**src/rtl/fde_pipe_seq_if.sv**
```systemverilog
// Request/enable bundle between the pipeline control logic and the F/D/E sequencer.
// Latency: none, wires only.
// Backpressure: none; requests are levels sampled by the sequencer each clock.
interface fde_pipe_seq_if #(
    parameter int CYC_W  = 3,
    parameter int RCNT_W = 16
);
    // requests into the sequencer
    logic              run;
    logic              stall_req;
    logic              flush_req;
    logic              halt_req;
    logic              ex_multi;
    logic [CYC_W-1:0]  ex_cycles;

    // register-bank controls and status out of the sequencer
    logic              ld_f;
    logic              ld_d;
    logic              ld_e;
    logic              hold_f;
    logic              hold_d;
    logic              pc_we;
    logic              halted;
    logic [2:0]        state;
    logic [RCNT_W-1:0] retire_cnt;

    // master: the side issuing requests and consuming the enables
    modport master (
        output run, stall_req, flush_req, halt_req, ex_multi, ex_cycles,
        input  ld_f, ld_d, ld_e, hold_f, hold_d, pc_we, halted, state, retire_cnt
    );

    // slave: the sequencer itself
    modport slave (
        input  run, stall_req, flush_req, halt_req, ex_multi, ex_cycles,
        output ld_f, ld_d, ld_e, hold_f, hold_d, pc_we, halted, state, retire_cnt
    );
endinterface

```
**src/rtl/fde_pipe_seq.sv**
```systemverilog
// Sequencer for the fetch/decode/execute register bank: fill, stall, multicycle, flush, halt.
// Latency: every output is a Moore decode of registered state, changing one cycle after a request.
// Backpressure: stall/multicycle recirculate F and D (hold + load) and bubble E; no input path to outputs.
module fde_pipe_seq #(
    parameter int CYC_W  = 3,
    parameter int RCNT_W = 16
) (
    input  logic          clk,
    input  logic          rst,
    fde_pipe_seq_if.slave bus
);

    typedef enum logic [2:0] {
        S_IDLE  = 3'd0,
        S_FILL1 = 3'd1,
        S_FILL2 = 3'd2,
        S_RUN   = 3'd3,
        S_STALL = 3'd4,
        S_MULTI = 3'd5,
        S_HALT  = 3'd6,
        S_BAD   = 3'd7
    } state_t;

    localparam logic [CYC_W-1:0] CNT_ONE  = {{(CYC_W-1){1'b0}}, 1'b1};
    localparam logic [CYC_W-1:0] CNT_ZERO = '0;

    state_t            state_q;
    state_t            state_d;
    logic [CYC_W-1:0]  cnt_q;
    logic [CYC_W-1:0]  cnt_d;
    logic [RCNT_W-1:0] retire_q;
    logic              multi_go;

    logic              ld_f_c;
    logic              ld_d_c;
    logic              ld_e_c;
    logic              hold_f_c;
    logic              hold_d_c;
    logic              pc_we_c;
    logic              halted_c;

    // A multicycle instruction of 0 or 1 cycles behaves exactly like a single-cycle one.
    assign multi_go = bus.ex_multi && (bus.ex_cycles > CNT_ONE);

    // State and multicycle counter registers.
    always_ff @(posedge clk or posedge rst) begin
        if (rst) begin
            state_q <= S_IDLE;
            cnt_q   <= CNT_ZERO;
        end else begin
            state_q <= state_d;
            cnt_q   <= cnt_d;
        end
    end

    // Retire counter: one count per cycle spent in RUN, free-running wrap.
    always_ff @(posedge clk or posedge rst) begin
        if (rst) begin
            retire_q <= '0;
        end else if (state_q == S_RUN) begin
            retire_q <= retire_q + 1'b1;
        end
    end

    // Next-state: flush beats halt beats multicycle beats stall while in RUN.
    always_comb begin
        state_d = state_q;
        cnt_d   = cnt_q;
        case (state_q)
            S_IDLE: begin
                if (bus.run) state_d = S_FILL1;
            end
            S_FILL1: begin
                state_d = bus.flush_req ? S_FILL1 : S_FILL2;
            end
            S_FILL2: begin
                state_d = bus.flush_req ? S_FILL1 : S_RUN;
            end
            S_RUN: begin
                if (bus.flush_req) begin
                    state_d = S_FILL1;
                end else if (bus.halt_req) begin
                    state_d = S_HALT;
                end else if (multi_go) begin
                    state_d = S_MULTI;
                    cnt_d   = bus.ex_cycles - CNT_ONE;
                end else if (bus.stall_req) begin
                    state_d = S_STALL;
                end
            end
            S_STALL: begin
                if (bus.flush_req)      state_d = S_FILL1;
                else if (bus.stall_req) state_d = S_STALL;
                else                    state_d = S_RUN;
            end
            S_MULTI: begin
                // Remaining-cycle count was latched on entry; requests other than flush are ignored.
                if (bus.flush_req) begin
                    state_d = S_FILL1;
                    cnt_d   = CNT_ZERO;
                end else if (cnt_q <= CNT_ONE) begin
                    state_d = S_RUN;
                    cnt_d   = CNT_ZERO;
                end else begin
                    cnt_d   = cnt_q - CNT_ONE;
                end
            end
            S_HALT: begin
                if (bus.run) state_d = S_FILL1;
            end
            default: begin
                state_d = S_IDLE;
                cnt_d   = CNT_ZERO;
            end
        endcase
    end

    // Output decode; any hold is paired with its load so recirculated data is not cleared.
    always_comb begin
        ld_f_c   = 1'b0;
        ld_d_c   = 1'b0;
        ld_e_c   = 1'b0;
        hold_f_c = 1'b0;
        hold_d_c = 1'b0;
        pc_we_c  = 1'b0;
        halted_c = 1'b0;
        case (state_q)
            S_FILL1: begin
                ld_f_c  = 1'b1;
                pc_we_c = 1'b1;
            end
            S_FILL2: begin
                ld_f_c  = 1'b1;
                ld_d_c  = 1'b1;
                pc_we_c = 1'b1;
            end
            S_RUN: begin
                ld_f_c  = 1'b1;
                ld_d_c  = 1'b1;
                ld_e_c  = 1'b1;
                pc_we_c = 1'b1;
            end
            S_STALL, S_MULTI: begin
                ld_f_c   = 1'b1;
                ld_d_c   = 1'b1;
                hold_f_c = 1'b1;
                hold_d_c = 1'b1;
            end
            S_HALT: begin
                halted_c = 1'b1;
            end
            default: begin
                halted_c = 1'b0;
            end
        endcase
    end

    assign bus.ld_f       = ld_f_c;
    assign bus.ld_d       = ld_d_c;
    assign bus.ld_e       = ld_e_c;
    assign bus.hold_f     = hold_f_c;
    assign bus.hold_d     = hold_d_c;
    assign bus.pc_we      = pc_we_c;
    assign bus.halted     = halted_c;
    assign bus.state      = state_q;
    assign bus.retire_cnt = retire_q;

endmodule

```
**src/flat_wrapper.sv**
```systemverilog
// flat-port wrapper written by rule: the top's interface ports become plain ports
module fde_pipe_seq_flat 
#(
    parameter int CYC_W  = 3,
    parameter int RCNT_W = 16
)
  (clk, rst, bus_run, bus_stall_req, bus_flush_req, bus_halt_req, bus_ex_multi, bus_ex_cycles, bus_ld_f, bus_ld_d, bus_ld_e, bus_hold_f, bus_hold_d, bus_pc_we, bus_halted, bus_state, bus_retire_cnt);
  fde_pipe_seq_if #(.CYC_W(CYC_W), .RCNT_W(RCNT_W)) bus_i ();
  input  logic clk;
  input  logic rst;
  input wire logic [$bits(bus_i.run)-1:0] bus_run;
  input wire logic [$bits(bus_i.stall_req)-1:0] bus_stall_req;
  input wire logic [$bits(bus_i.flush_req)-1:0] bus_flush_req;
  input wire logic [$bits(bus_i.halt_req)-1:0] bus_halt_req;
  input wire logic [$bits(bus_i.ex_multi)-1:0] bus_ex_multi;
  input wire logic [$bits(bus_i.ex_cycles)-1:0] bus_ex_cycles;
  output wire logic [$bits(bus_i.ld_f)-1:0] bus_ld_f;
  output wire logic [$bits(bus_i.ld_d)-1:0] bus_ld_d;
  output wire logic [$bits(bus_i.ld_e)-1:0] bus_ld_e;
  output wire logic [$bits(bus_i.hold_f)-1:0] bus_hold_f;
  output wire logic [$bits(bus_i.hold_d)-1:0] bus_hold_d;
  output wire logic [$bits(bus_i.pc_we)-1:0] bus_pc_we;
  output wire logic [$bits(bus_i.halted)-1:0] bus_halted;
  output wire logic [$bits(bus_i.state)-1:0] bus_state;
  output wire logic [$bits(bus_i.retire_cnt)-1:0] bus_retire_cnt;
  assign bus_i.run = bus_run;
  assign bus_i.stall_req = bus_stall_req;
  assign bus_i.flush_req = bus_flush_req;
  assign bus_i.halt_req = bus_halt_req;
  assign bus_i.ex_multi = bus_ex_multi;
  assign bus_i.ex_cycles = bus_ex_cycles;
  assign bus_ld_f = bus_i.ld_f;
  assign bus_ld_d = bus_i.ld_d;
  assign bus_ld_e = bus_i.ld_e;
  assign bus_hold_f = bus_i.hold_f;
  assign bus_hold_d = bus_i.hold_d;
  assign bus_pc_we = bus_i.pc_we;
  assign bus_halted = bus_i.halted;
  assign bus_state = bus_i.state;
  assign bus_retire_cnt = bus_i.retire_cnt;
  fde_pipe_seq #(.CYC_W(CYC_W), .RCNT_W(RCNT_W)) u_core (.clk(clk), .rst(rst), .bus(bus_i));
endmodule
```
**config.mk**
```make
export PLATFORM = sky130hd
export DESIGN_NAME = fde_pipe_seq_flat
export DESIGN_NICKNAME = d
export VERILOG_FILES = /design/src/rtl/fde_pipe_seq_if.sv /design/src/rtl/fde_pipe_seq.sv /design/src/flat_wrapper.sv
export SDC_FILE = /design/constraint.sdc
export NUM_CORES = 1
export LEC_CHECK = 0
export CORE_UTILIZATION = 45
export CTS_BUF_LIST = sky130_fd_sc_hd__clkbuf_8
export DETAILED_ROUTE_END_ITERATION = 16
export GPL_TIMING_DRIVEN = 1
export PLACE_DENSITY = 0.9
export SYNTH_ARGS = -nofsm -noshare
export SYNTH_HDL_FRONTEND = slang
export SYNTH_SLANG_ARGS = --single-unit
```
**constraint.sdc**
```tcl
create_clock -name clk -period 1.3 [get_ports clk]
set_input_delay 0.13 -clock clk [delete_from_list [all_inputs] [get_ports clk]]
set_output_delay 0.13 -clock clk [all_outputs]
set_load 0.01 [all_outputs]
```
==> run summary <==
Leading area contributor after synthesis - dfrtp_1
Vias - 1507
Reg2Reg Setup Slack - -0.28 ns
Yosys reg bits - 22
Nets@finish - 233
Vias per cell - 6.05
Residual DRC - 0
Max-cap viol count - 0
Sequential share of the synthesized area - 42.0%
Die footprint - 3130 sq um
Clk_lat worst skew - 0.27 ns
Ant diodes - 0
Crit path from - u_core.bus.state[1]
Tcrit/Tclk final - 121%
Pin count of the biggest net entering global routing - 23
Area contributors post-synth - dfrtp_1 42%, xnor2_1 7.3%, ha_1 3.8%
Num CTS Buffers - 3
Async S/R FF share, synth - 100%
F_max - 633 MHz
Failing checks - setup timing
Critical-path cell list - nand2b_4 -> or4b_4 -> o22ai_1 -> mux2_1
Dpl ws - -0.500 ns
# setup viols final - 26
PortBufs - 35
Gate count of the mapped netlist - 130
Post-synth EDFFs - 0
Met1 Resource Use GR - 31.8%
Final Cell Area - 2360 sq um
Crit path max-delay family - simple AND/OR/NAND/NOR gates
Vias in the first global route - 1592
Total grt overflow - 0
Initial antenna violation count - 0
Row cnt - 19
CTS root buf - clkbuf_8
CTS Sinks - 22
YS warnings - 0
H-Tree Depth - 1
Crit-path max FO - 5
Setup Skew - 0.00968 ns
First-pass GRT wire length - 7.49 mm
P&R area growth vs syn - 80.1%
Post-synth design cell area - 1310 sq um
Post-Place Cells - 224
Initial Util - 47.5%
GRT met2 Usage - 58.5%
Antenna-violating nets left - 0
Final Critical Period - 1.58 ns
Crit end category - flop
FF-to-FF Start - u_core.bus.state[1]
Busiest grt layer - met2
PnR worst setup slack - -0.279 ns
Pwr/cell area - 1730 nW/um^2
Placer congestion estimate - 0.945
Fin cells - 249
CTS tree - done
Prevailing post-synth register cell - dfrtp_1
Clk pin slew, worst setup/hold paths - 0.09 ns
Total wire length - 5.37 mm
CP Launch Type - flop
Max-slew headroom - 74.7%
Synth top area share - 42.0%
RSZ-0062 raised after global routing - true
Met3 Track Usage GR - 4.65%
Chip Height - 56.0 um
Mapped Nets - 144
Crit path largest cell delay - 0.58 ns
CTS Buffer Depth - 2
Unique masters post-synth - 43
Reg area - 557 sq um
Setup CP Type - flop to flop
Critical path buffers and inverters - 0
WL/cell - 21.6 um
Area after DPL - 1960 sq um
Peak VDD IR - 1.74 mV
Final HPWL DP - 2.77 mm
Die W - 56.0 um
Layout cells sized above 1 - 49.1%
Placeable Area - 2760 sq um
Worst slew pin tran - 0.379 ns
# fillers - 145
Syn_area_per_cell - 10.1 sq um
GRT Util Overall - 30.9%
Outcome - finished, violations left
Boundary Pins - 36
Worst EP required - 1.51 ns
Final Hold Viols - 0
DRT iter0 DRCs - 49
Hold Path Class - primary input to asynchronous set/reset pin
Data arrival, critical path - 1.79 ns
Critical Path Slowest Stage Cell - or4b_4
Count of pins over their slew limit - 0
Area occupied by multi-input gates - 918 sq um
1st-pass router iterations - 5
Leak - 1.24 nW
-- synth_stat cells (2+ instances only) --
library cell	n
and4_1	2
ha_1	4
o22ai_1	3
xnor2_1	11
nand2b_1	5
dfrtp_1	22
nor3b_1	2
nand3_1	3
xor2_1	5
and3_1	4
o21ai_0	5
nand2_1	13
nor3_1	2
a21oi_1	2
inv_1	8
o2bb2ai_1	2
buf_2	3
mux2_1	2
nand4_1	4
nor2_1	5
-- cells by family (layout without fill, tap and decap cells) --
| family | Yosys count | after routing | synth area share, % |
|---|---|---|---|
| and+or+nand+nor | 51 | 51 | 24.9 |
| DFF | 22 | 22 | 42.0 |
| AOI/OAI and AO/OA | 21 | 21 | 11.7 |
| xor gates and xnor gates | 16 | 16 | 10.7 |
| buffers and inverters | 14 | 102 | 5.15 |
| adders and majority gates | 4 | 4 | 3.82 |
| muxes | 2 | 2 | 1.72 |
-- report_power, final --
group / internal [W] / switching, W
Clock: 0.000412 / 0.000233
Combinational: 0.00123 / 0.00117
Sequential: 0.000850 / 0.000197
-- worst register-to-register path: cells and delay by family, from the launching register on --
family | cells | cell delay, ns
AO/OA/AOI/OAI | 1 | 0.17
flip-flops | 1 | 0.44
multiplexers | 1 | 0.17
AND/OR/NAND/NOR | 2 | 0.75
-- routing by layer --
metal	share of wire, %	vias up
met4	6.0	0
met5	0	-
li1	-	640
met2	53	104
met3	6.5	30
met1	35	733
-- worst paths after layout --
kind / endpoint / depth (start not counted)
max in group asynchronous: u_core.bus.retire_cnt[8] / 3
min in group clk: u_core.bus.retire_cnt[15] / 1
setup / recovery: u_core.cnt_q[0] / 4
hold reg to reg: u_core.bus.retire_cnt[15] / 1
hold / removal: u_core.bus.retire_cnt[11] / 3
setup reg to reg: u_core.cnt_q[0] / 4
-- stage by stage --
| stage | utilization [%] | power (W) | hold WS [ns] | setup TNS [ns] |
|---|---|---|---|---|
| after floorplan | - | 0.00192 | 0.119 | -1.70 |
| after global placement | 71.1 | 0.00277 | 0.454 | -5.00 |
| after detailed placement | 71.1 | 0.00288 | 0.479 | -5.90 |
| after CTS | 79.3 | 0.00363 | 0.201 | -1.84 |
| after global routing | 85.6 | 0.00422 | 0.245 | -4.14 |
| final | 85.6 | 0.00409 | 0.196 | -3.11 |
-- area by class of cell --
cell class / count / share of cell area, %
clock buffer: 3 / 1.75
sequential: 22 / 23.6
clock inverter: 1 / 1.27
timing repair buffer: 89 / 31.1
inverter: 9 / 1.75
multi-input combinational: 94 / 38.9
tap: 31 / 1.64
-- placed cells by master (no fill, tap or decap), types with 2 or more instances in the layout --
master and instances:
xor2_1 5, a21oi_1 2, clkdlybuf4s50_1 10, o21ai_1 4
and3_1 3, nor2_1 2, dfrtp_1 17, nand2_1 11
ha_1 4, xnor2_1 8, buf_6 6, xnor2_2 3
dlygate4sd2_1 13, nand2b_1 3, dlymetal6s2s_1 3, and4_1 2
dfrtp_2 5, nand3_2 2, buf_4 50, o2bb2ai_1 2
o22ai_2 2, nor2_4 3, inv_1 7, clkbuf_2 2
mux2_1 2, nand4_1 4, buf_2 4, nand2b_4 3
clkbuf_8 3
-- sequential cells by signal (all words and copies together), names as in the netlist --
signal,count
u_core.bus.state,3
u_core.bus.retire_cnt,16
u_core.cnt_q,3
-- timing repair --
action                                  4_1_cts  5_1_grt
setup buffers                                15        6
endpoints found under the setup margin       45       29
gates resized for setup                      60       35
pin swaps                                    16       15
hold buffers                                  0        0
Note: power is estimated with default switching activity, not from simulation.
